--- src/rtl/butterfly_result_collector_if.sv ---
// Byte-serial butterfly result stream in, packed complex-pair words out.
// The collector connects through the slave modport; its environment uses master.
interface butterfly_result_collector_if #(
    parameter int WIDTH = 8
);
    logic [WIDTH-1:0]   din;
    logic               din_valid;
    logic               frame_start;
    logic [4*WIDTH-1:0] dout;
    logic               dout_valid;
    logic               dout_ready;

    modport master (
        output din, din_valid, frame_start, dout_ready,
        input  dout, dout_valid
    );

    modport slave (
        input  din, din_valid, frame_start, dout_ready,
        output dout, dout_valid
    );
endinterface

--- src/rtl/butterfly_result_collector.sv ---
// Collects ReY, ImY, ReZ, ImZ bytes of one butterfly into a {ReY,ImY,ReZ,ImZ} word
// and buffers completed words in a first-word-fall-through FIFO.
module butterfly_result_collector #(
    parameter int WIDTH = 8,
    parameter int DEPTH = 4
) (
    input  logic                       clk,
    input  logic                       rst,
    butterfly_result_collector_if.slave bus,
    output logic [$clog2(DEPTH+1)-1:0] fill,
    output logic                       overflow,
    output logic                       frame_err,
    input  logic                       clear_err
);
    localparam int FILL_W = $clog2(DEPTH + 1);
    localparam int PTR_W  = $clog2(DEPTH);
    localparam logic [FILL_W-1:0] FULL_LEVEL = FILL_W'(DEPTH);

    typedef enum logic [1:0] {
        SLOT_RE_Y,
        SLOT_IM_Y,
        SLOT_RE_Z,
        SLOT_IM_Z
    } slot_t;

    slot_t slot_q;
    slot_t slot_d;

    logic [WIDTH-1:0]   re_y_q;
    logic [WIDTH-1:0]   im_y_q;
    logic [WIDTH-1:0]   re_z_q;
    logic [4*WIDTH-1:0] mem [DEPTH];
    logic [PTR_W-1:0]   wr_ptr;
    logic [PTR_W-1:0]   rd_ptr;
    logic [FILL_W-1:0]  fill_q;

    logic store_re_y;
    logic store_im_y;
    logic store_re_z;
    logic frame_done;
    logic resync;
    logic pop;
    logic push;
    logic drop;

    always_ff @(posedge clk) begin
        if (rst) begin
            slot_q <= SLOT_RE_Y;
        end else begin
            slot_q <= slot_d;
        end
    end

    // A frame_start always restarts assembly at ReY; a partial frame it cuts short is lost.
    always_comb begin
        slot_d     = slot_q;
        store_re_y = 1'b0;
        store_im_y = 1'b0;
        store_re_z = 1'b0;
        frame_done = 1'b0;
        resync     = 1'b0;
        if (bus.din_valid) begin
            if (bus.frame_start) begin
                store_re_y = 1'b1;
                resync     = (slot_q != SLOT_RE_Y);
                slot_d     = SLOT_IM_Y;
            end else begin
                case (slot_q)
                    SLOT_RE_Y: begin
                        store_re_y = 1'b1;
                        slot_d     = SLOT_IM_Y;
                    end
                    SLOT_IM_Y: begin
                        store_im_y = 1'b1;
                        slot_d     = SLOT_RE_Z;
                    end
                    SLOT_RE_Z: begin
                        store_re_z = 1'b1;
                        slot_d     = SLOT_IM_Z;
                    end
                    default: begin
                        frame_done = 1'b1;
                        slot_d     = SLOT_RE_Y;
                    end
                endcase
            end
        end
    end

    always_ff @(posedge clk) begin
        if (rst) begin
            re_y_q <= '0;
            im_y_q <= '0;
            re_z_q <= '0;
        end else begin
            if (store_re_y) re_y_q <= bus.din;
            if (store_im_y) im_y_q <= bus.din;
            if (store_re_z) re_z_q <= bus.din;
        end
    end

    // A full FIFO still takes a word when the head leaves on the same edge.
    always_comb begin
        pop  = bus.dout_valid && bus.dout_ready;
        push = frame_done && ((fill_q != FULL_LEVEL) || pop);
        drop = frame_done && !push;
    end

    always_ff @(posedge clk) begin
        if (rst) begin
            wr_ptr <= '0;
            rd_ptr <= '0;
            fill_q <= '0;
            for (int i = 0; i < DEPTH; i++) begin
                mem[i] <= '0;
            end
        end else begin
            if (push) begin
                mem[wr_ptr] <= {re_y_q, im_y_q, re_z_q, bus.din};
                wr_ptr      <= wr_ptr + 1'b1;
            end
            if (pop) begin
                rd_ptr <= rd_ptr + 1'b1;
            end
            case ({push, pop})
                2'b10:   fill_q <= fill_q + 1'b1;
                2'b01:   fill_q <= fill_q - 1'b1;
                default: fill_q <= fill_q;
            endcase
        end
    end

    always_ff @(posedge clk) begin
        if (rst) begin
            overflow  <= 1'b0;
            frame_err <= 1'b0;
        end else begin
            if (drop) begin
                overflow <= 1'b1;
            end else if (clear_err) begin
                overflow <= 1'b0;
            end
            if (resync) begin
                frame_err <= 1'b1;
            end else if (clear_err) begin
                frame_err <= 1'b0;
            end
        end
    end

    assign bus.dout_valid = (fill_q != '0);
    assign bus.dout       = bus.dout_valid ? mem[rd_ptr] : '0;
    assign fill           = fill_q;
endmodule

--- src/flat_wrapper.sv ---
// flat-port wrapper written by rule: the top's interface ports become plain ports
module butterfly_result_collector_flat 
#(
    parameter int WIDTH = 8,
    parameter int DEPTH = 4
)
  (clk, rst, fill, overflow, frame_err, clear_err, bus_din, bus_din_valid, bus_frame_start, bus_dout_ready, bus_dout, bus_dout_valid);
  butterfly_result_collector_if #(.WIDTH(WIDTH)) bus_i ();
  input  logic clk;
  input  logic rst;
  output logic [$clog2(DEPTH+1)-1:0] fill;
  output logic overflow;
  output logic frame_err;
  input  logic clear_err;
  input wire logic [$bits(bus_i.din)-1:0] bus_din;
  input wire logic [$bits(bus_i.din_valid)-1:0] bus_din_valid;
  input wire logic [$bits(bus_i.frame_start)-1:0] bus_frame_start;
  input wire logic [$bits(bus_i.dout_ready)-1:0] bus_dout_ready;
  output wire logic [$bits(bus_i.dout)-1:0] bus_dout;
  output wire logic [$bits(bus_i.dout_valid)-1:0] bus_dout_valid;
  assign bus_i.din = bus_din;
  assign bus_i.din_valid = bus_din_valid;
  assign bus_i.frame_start = bus_frame_start;
  assign bus_i.dout_ready = bus_dout_ready;
  assign bus_dout = bus_i.dout;
  assign bus_dout_valid = bus_i.dout_valid;
  butterfly_result_collector #(.WIDTH(WIDTH), .DEPTH(DEPTH)) u_core (.clk(clk), .rst(rst), .bus(bus_i), .fill(fill), .overflow(overflow), .frame_err(frame_err), .clear_err(clear_err));
endmodule
--- config.mk ---
export PLATFORM = sky130hd
export DESIGN_NAME = butterfly_result_collector_flat
export DESIGN_NICKNAME = d
export VERILOG_FILES = /design/src/rtl/butterfly_result_collector_if.sv /design/src/rtl/butterfly_result_collector.sv /design/src/flat_wrapper.sv
export SDC_FILE = /design/constraint.sdc
export NUM_CORES = 1
export LEC_CHECK = 0
export BUFFER_PORTS_ARGS = -buffer_cell sky130_fd_sc_hd__buf_2
export CAP_MARGIN = 20
export CORE_UTILIZATION = 24
export DETAILED_ROUTE_END_ITERATION = 10
export GPL_ROUTABILITY_DRIVEN = 0
export HOLD_SLACK_MARGIN = 0.1
export PLACE_DENSITY_LB_ADDON = 0.3
export SYNTH_ARGS = -nofsm -noshare
export SYNTH_HDL_FRONTEND = slang
export SYNTH_SLANG_ARGS = --single-unit
--- constraint.sdc ---
create_clock -name clk -period 4.5 [get_ports clk]
set_clock_uncertainty 0.15 [all_clocks]
set_input_delay 0.225 -clock clk [delete_from_list [all_inputs] [get_ports clk]]
set_output_delay 0.225 -clock clk [all_outputs]
set_load 0.005 [all_outputs]
* Word-level counts from Yosys, hierarchy flattened
Memories as Yosys holds them, arrays and structs flattened. A register that Yosys moved wholly into a read port is not among the register bits.
Cells that the tools add are included.
** Cells by class
- Reductions and logical operators :: 13
- Add/sub/neg operators :: 4
- Mux-type cells :: 31
- Eq/ne operators :: 5
** Operators by type and width (count)
- 32-bit two-way mux :: 2
- 32-bit OR reduction :: 1
- 1-bit two-way mux :: 23
- 2-bit two-way mux :: 4
- 2-bit nonzero test :: 4
- 2-bit one-hot mux with 3 select lines :: 1
- 3-bit one-hot mux with 2 select lines :: 1
- 2-bit by 1-bit adder with 2-bit output (second input constant) :: 2
- 2-bit by 1-bit equality test with 1-bit output (second input constant) :: 2
- 2-bit equality test (second input constant) :: 2
- 3-bit by 1-bit adder with 3-bit output (second input constant) :: 1
- 1-bit logical AND :: 3
- 3-bit != test (second input constant) :: 1
- 3-bit nonzero test :: 1
- 3-bit OR reduction :: 1
- 3-bit by 1-bit subtractor with 3-bit output (second input constant) :: 1
- 2-bit zero test :: 1
- 1-bit zero test :: 1
- 1-bit logical OR :: 1
** Storage, ports and cells
- Memory bits (writable) :: 128
- Memories kept :: 1
- Output and inout port bits :: 38
- Bits in registers :: 35
- Bits of input ports :: 14
- Word-level logic and storage cells :: 63
** Memories
- u_core.mem :: depth 4, width 32, read ports 1, clocked after Yosys merged registers in 1, wr ports 4, RTL line butterfly_result_collector.sv:32 : logic [4*WIDTH-1:0] mem [DEPTH];

* Depth between registers and ports, before layout
- Depth after elaboration :: 11
- Depth in mapped cells :: 10
- Gate-level depth less buffers :: 9

* Worst setup path before layout
OpenSTA, ideal clock, no wires.
- Kind :: reg2reg
- Start :: register u_core.slot_q[0]
- End :: memory u_core.mem[0][0] (netlist name), enable pin
- Data arrival time :: 3524 ps
- Buffers on the path :: 1
- Required time :: 3880 ps
- Clock period less this slack :: 4144 ps
- Slack :: 356 ps
- Cell stages (with the launch flop) :: 6
- Library setup time :: 470 ps
- Cell sequence :: dfxtp_1 ha_1 nand3b_4 or2_1 buf_6 o31ai_1
** RTL lines
- start, declared :: RTL line butterfly_result_collector.sv:26 : slot_t slot_q;
- start signal, assigned :: RTL line butterfly_result_collector.sv:50 : slot_q <= slot_d;
- end, declared :: RTL line butterfly_result_collector.sv:32

* Worst setup path after layout
- Start :: input port bus_dout_ready
- End :: register u_core.fill_q[2] (netlist: u_core.fill[2])
** On the way
- Word-level cells in the longest chain between the ends :: 5
- Elaborated cells between the ends (all ways) :: 7
- Those cells by class :: 2 x eq/ne; 1 x mux; 4 x reduce/logical
** Ends and longest elaborated chain
- start, declared :: RTL line flat_wrapper.sv:18 : input wire logic [$bits(bus_i.dout_ready)-1:0] bus_dout_ready;
- 1-bit logical AND * :: RTL line butterfly_result_collector.sv:104 : pop = bus.dout_valid && bus.dout_ready;
- 1-bit logical OR :: RTL line butterfly_result_collector.sv:105 : push = frame_done && ((fill_q != FULL_LEVEL) || pop);
- 1-bit logical AND :: RTL line butterfly_result_collector.sv:105
- 2-bit by 1-bit equality test with 1-bit output or 2-bit equality test (tied branches) :: RTL line butterfly_result_collector.sv:125 : case ({push, pop})
- 3-bit one-hot mux with 2 select lines or 2-bit nonzero test (tied branches)
- end signal, assigned :: RTL line butterfly_result_collector.sv:126 : 2'b10: fill_q <= fill_q + 1'b1;
- end signal, assigned :: RTL line butterfly_result_collector.sv:127 : 2'b01: fill_q <= fill_q - 1'b1;
- end signal, assigned :: RTL line butterfly_result_collector.sv:128 : default: fill_q <= fill_q;
- end, declared :: RTL line butterfly_result_collector.sv:35 : logic [FILL_W-1:0] fill_q;
Every way passes the cells marked *; elsewhere a longest branch is shown, timed or not.
A chain may end at the register's enable or synchronous reset.

==> flow_metrics.tcl <==
set metrics [dict create \
    placeableCoreArea_sq_um 30000 \
    fillCellCount 3072 \
    whs_endpoint "u_core.overflow" \
    pwr-share-seq_pct 52.6 \
    grt_pass1_wl_um 27400 \
    die_w_um 177 \
    cts_sinks 165 \
    synth_cell_types 36 \
    place_ws_ns 1.37 \
    ys_seq_area_share_pct 62.1 \
    synthMuxAreaShare_pct 11.0 \
    ioPinCount 52 \
    ant_nets 0 \
    cp_max_fo 10 \
    clk_latency_ns 0.43 \
    via_count 4242 \
    htree_levels 4 \
    synth-xor-area-share_pct 0.356 \
    n_antenna_cell 0 \
    p_clk_share_pct 43.2 \
    numCtsBuffers 17 \
    grt_overflow 0 \
    status "complete, no violations" \
    synth_top_family_by_area "simple AND/OR/NAND/NOR gates" \
    grt_start_max_net_pins 63 \
    cp.arrival_ns 3.38 \
    syn_area_per_cell_sq_um 14.1 \
    synth_warnings 0 \
    setup_tns_ns 0 \
    ctsResizeCount 0 \
    r2r_end "u_core.fill[2]" \
    die_h_um 177 \
    synth-simple-area-share_pct 18.8 \
    drv_cap 0 \
    endpoint_kind "register" \
    io_buffer_count 51 \
    tritoncts "done" \
    grtUsageTotal_pct 12.0 \
    antenna_found_initial 0 \
    dr.pass1.iters 5 \
    rsz0062_at_grt "false" \
    drv_slew 0 \
    slew_headroom_pct 34.6 \
    cp.required_ns 4.71 \
    start_util_pct 24.7 \
    dieArea_sq_um 31500 \
    hold_class "in2reg" \
    clockRootBuffer "clkbuf_16" \
    internal-power_w 0.00250 \
    place_hpwl_um 10600 \
    std_cell_rows 63 \
    r2r_cells 8 \
    synthCells 525 \
    drcViolationCount 0 \
    path_class "in2reg" \
    clk_path_buf_depth 2 \
    final_layout_size_suffix_gt1_share_pct 23.6 \
    finalSetupViolCount 0 \
    worst_slew_pin_slew_ns 0.981 \
    fin_crit_sh_pct 70.4 \
    syn-cell-area_sq_um 7390 \
    p_sw_share_pct 22.8 \
    ys_ff_latch 165 \
    via_per_inst 4.29 \
    synthAdderAreaFrac_pct 1.29 \
    drt-total-wl_um 17900 \
    layout_setup_ws_ns 1.33 \
    min_from "rst" \
    start_kind "input pin" \
    r2r_setup_slack_ns 1.34 \
    wl_per_cell_um 18.1 \
    grt_pass1_vias 4381 \
    p_leak_nw 3.28 \
    finalInstanceArea_sq_um 8760 \
    drtIter0Drc 240 \
    r2r_start "u_core.fill[0]" \
    power.switching_w 0.000739 \
    p_comb_share_pct 4.3 \
    syn_to_final_growth_pct 18.6 \
    hold_viol 0 \
    period_minus_slack_ns 3.17 \
    ir_drop_mv 0.312 \
    synth_compound_area_share_pct 2.66 \
    placed_area_sq_um 8070 \
    power.density_nw_per_um2 370 \
    max_freq_mhz 316 \
    path_clk_slew_ns 0.07 \
    hold_depth 2 \
    syn_nets 546 \
    fin_nets 606 \
]
[layout by cell type, fill, tap and decap left out, types with 11 or more instances in the layout]
cell	count
mux4_2	32
nor2_1	18
edfxtp_1	128
nand2_1	20
nand3_1	16
inv_1	11
clkbuf_16	17
a21oi_1	19
and3_1	31
buf_2	51
dfxtp_1	36
nor2b_1	33
dlygate4sd3_1	13
buf_4	11
and2_1	93
[per-stage QoR]
step                      hold slack (ns)  instances  util, %  power (W)
after floorplan                     0.219        525        -    0.00181
after global placement              0.319        943     27.0    0.00187
after detailed placement            0.325        943     27.0    0.00187
after CTS                           0.204        988     29.2    0.00327
after global routing                0.228        988     29.2    0.00334
final                               0.191        988     29.2    0.00324
[worst max-delay path by stage]
stage	startpoint	endpoint	slack, ns	cells after the start
after detailed placement	u_core.fill[0]	u_core.fill[2]	1.37	8
after global routing	u_core.fill[0]	u_core.fill[2]	1.21	8
after global placement	u_core.fill[0]	u_core.fill[2]	1.43	8
after CTS	u_core.fill[0]	u_core.fill[2]	1.34	8
final	bus_dout_ready	u_core.fill[2]	1.33	10
after floorplan	u_core.slot_q[0]	u_core.mem[0][0]	0.36	5
[cells in the mapped netlist (all sizes together)]
master / number / area share [%]
fa: 1 / 0.27
nand2: 20 / 1.0
o21ai: 6 / 0.46
o211a: 1 / 0.14
mux2i: 9 / 1.2
mux4: 32 / 9.8
nor4b: 1 / 0.32
edfxtp: 128 / 52
clkbuf: 14 / 0.71
buf: 22 / 2.6
dfxtp: 37 / 10
inv: 11 / 0.56
a32oi: 2 / 0.24
nor2: 18 / 0.91
o31ai: 3 / 0.30
and3: 31 / 2.6
nand3: 16 / 1.1
and2: 93 / 7.9
nor3: 3 / 0.36
or3: 2 / 0.17
a2bb2oi: 1 / 0.12
o311ai: 1 / 0.12
ha: 6 / 1.0
nand3b: 3 / 0.47
nand2b: 2 / 0.17
xor2: 3 / 0.36
a21oi: 19 / 1.3
nor2b: 34 / 2.9
or2: 2 / 0.17
nor4: 4 / 0.75
[routing by layer]
metal	part of all wire [%]	track usage, %	up-vias	wire, um
li1	-	-	2016	-
met1	48	16.8	2108	8650
met2	46	18.4	101	8290
met3	4.1	2.87	17	731
met4	1.4	3.49	0	257
met5	0	0	-	0
[sequential cells by signal, indices dropped and copies added (netlist names), 2 cells and up, named ones only]
register / count
u_core.re_y_q: 8
u_core.slot_q: 2
u_core.mem: 128
u_core.wr_ptr: 2
u_core.re_z_q: 8
u_core.rd_ptr: 2
u_core.im_y_q: 8
u_core.fill: 3
[cell families after synthesis]
| kind of cell | after synthesis |
|---|---|
| simple gates | 229 |
| fa+ha+maj | 7 |
| buf+inv | 47 |
| xor+xnor | 3 |
| flops | 165 |
| mux | 41 |
| compound gates | 33 |
[power by group through the flow]
stage	sequential [W]	combinational, W	clock (W)
6_report	0.00170	0.000138	0.00140
5_1_grt	0.00171	0.000149	0.00148
4_1_cts	0.00170	0.000141	0.00142
3_5_place_dp	0.00174	0.000132	0
3_3_place_gp	0.00174	0.000131	0
2_1_floorplan	0.00173	0.0000743	0
[critical path, cell delays in order]
cell and delay, ns:
dlygate4sd3_1 0.53, buf_2 0.16, nor4b_4 0.53, or2_1 0.60, ha_1 0.30, inv_1 0.06
fa_1 0.38, xor2_1 0.16, or3_1 0.30, a21oi_1 0.15
[final cells by class]
class                      instances  area, sq um  share of cell area [%]
timing repair buffer              77          508                    5.80
multi-input combinational        313         2580                    29.4
tap                              390          488                    5.57
inverter                          11         41.3                   0.471
clock inverter                    15          133                    1.51
sequential                       165         4590                    52.3
clock buffer                      17          425                    4.86
[what timing repair did]
action | CTS | global route
hold buffers | 13 | 0
setup endpoints to repair | 0 | 0
hold endpoints to repair | 51 | 0
buffers inserted | 0 | 0
No activity file was read; power rests on OpenSTA's default activity.
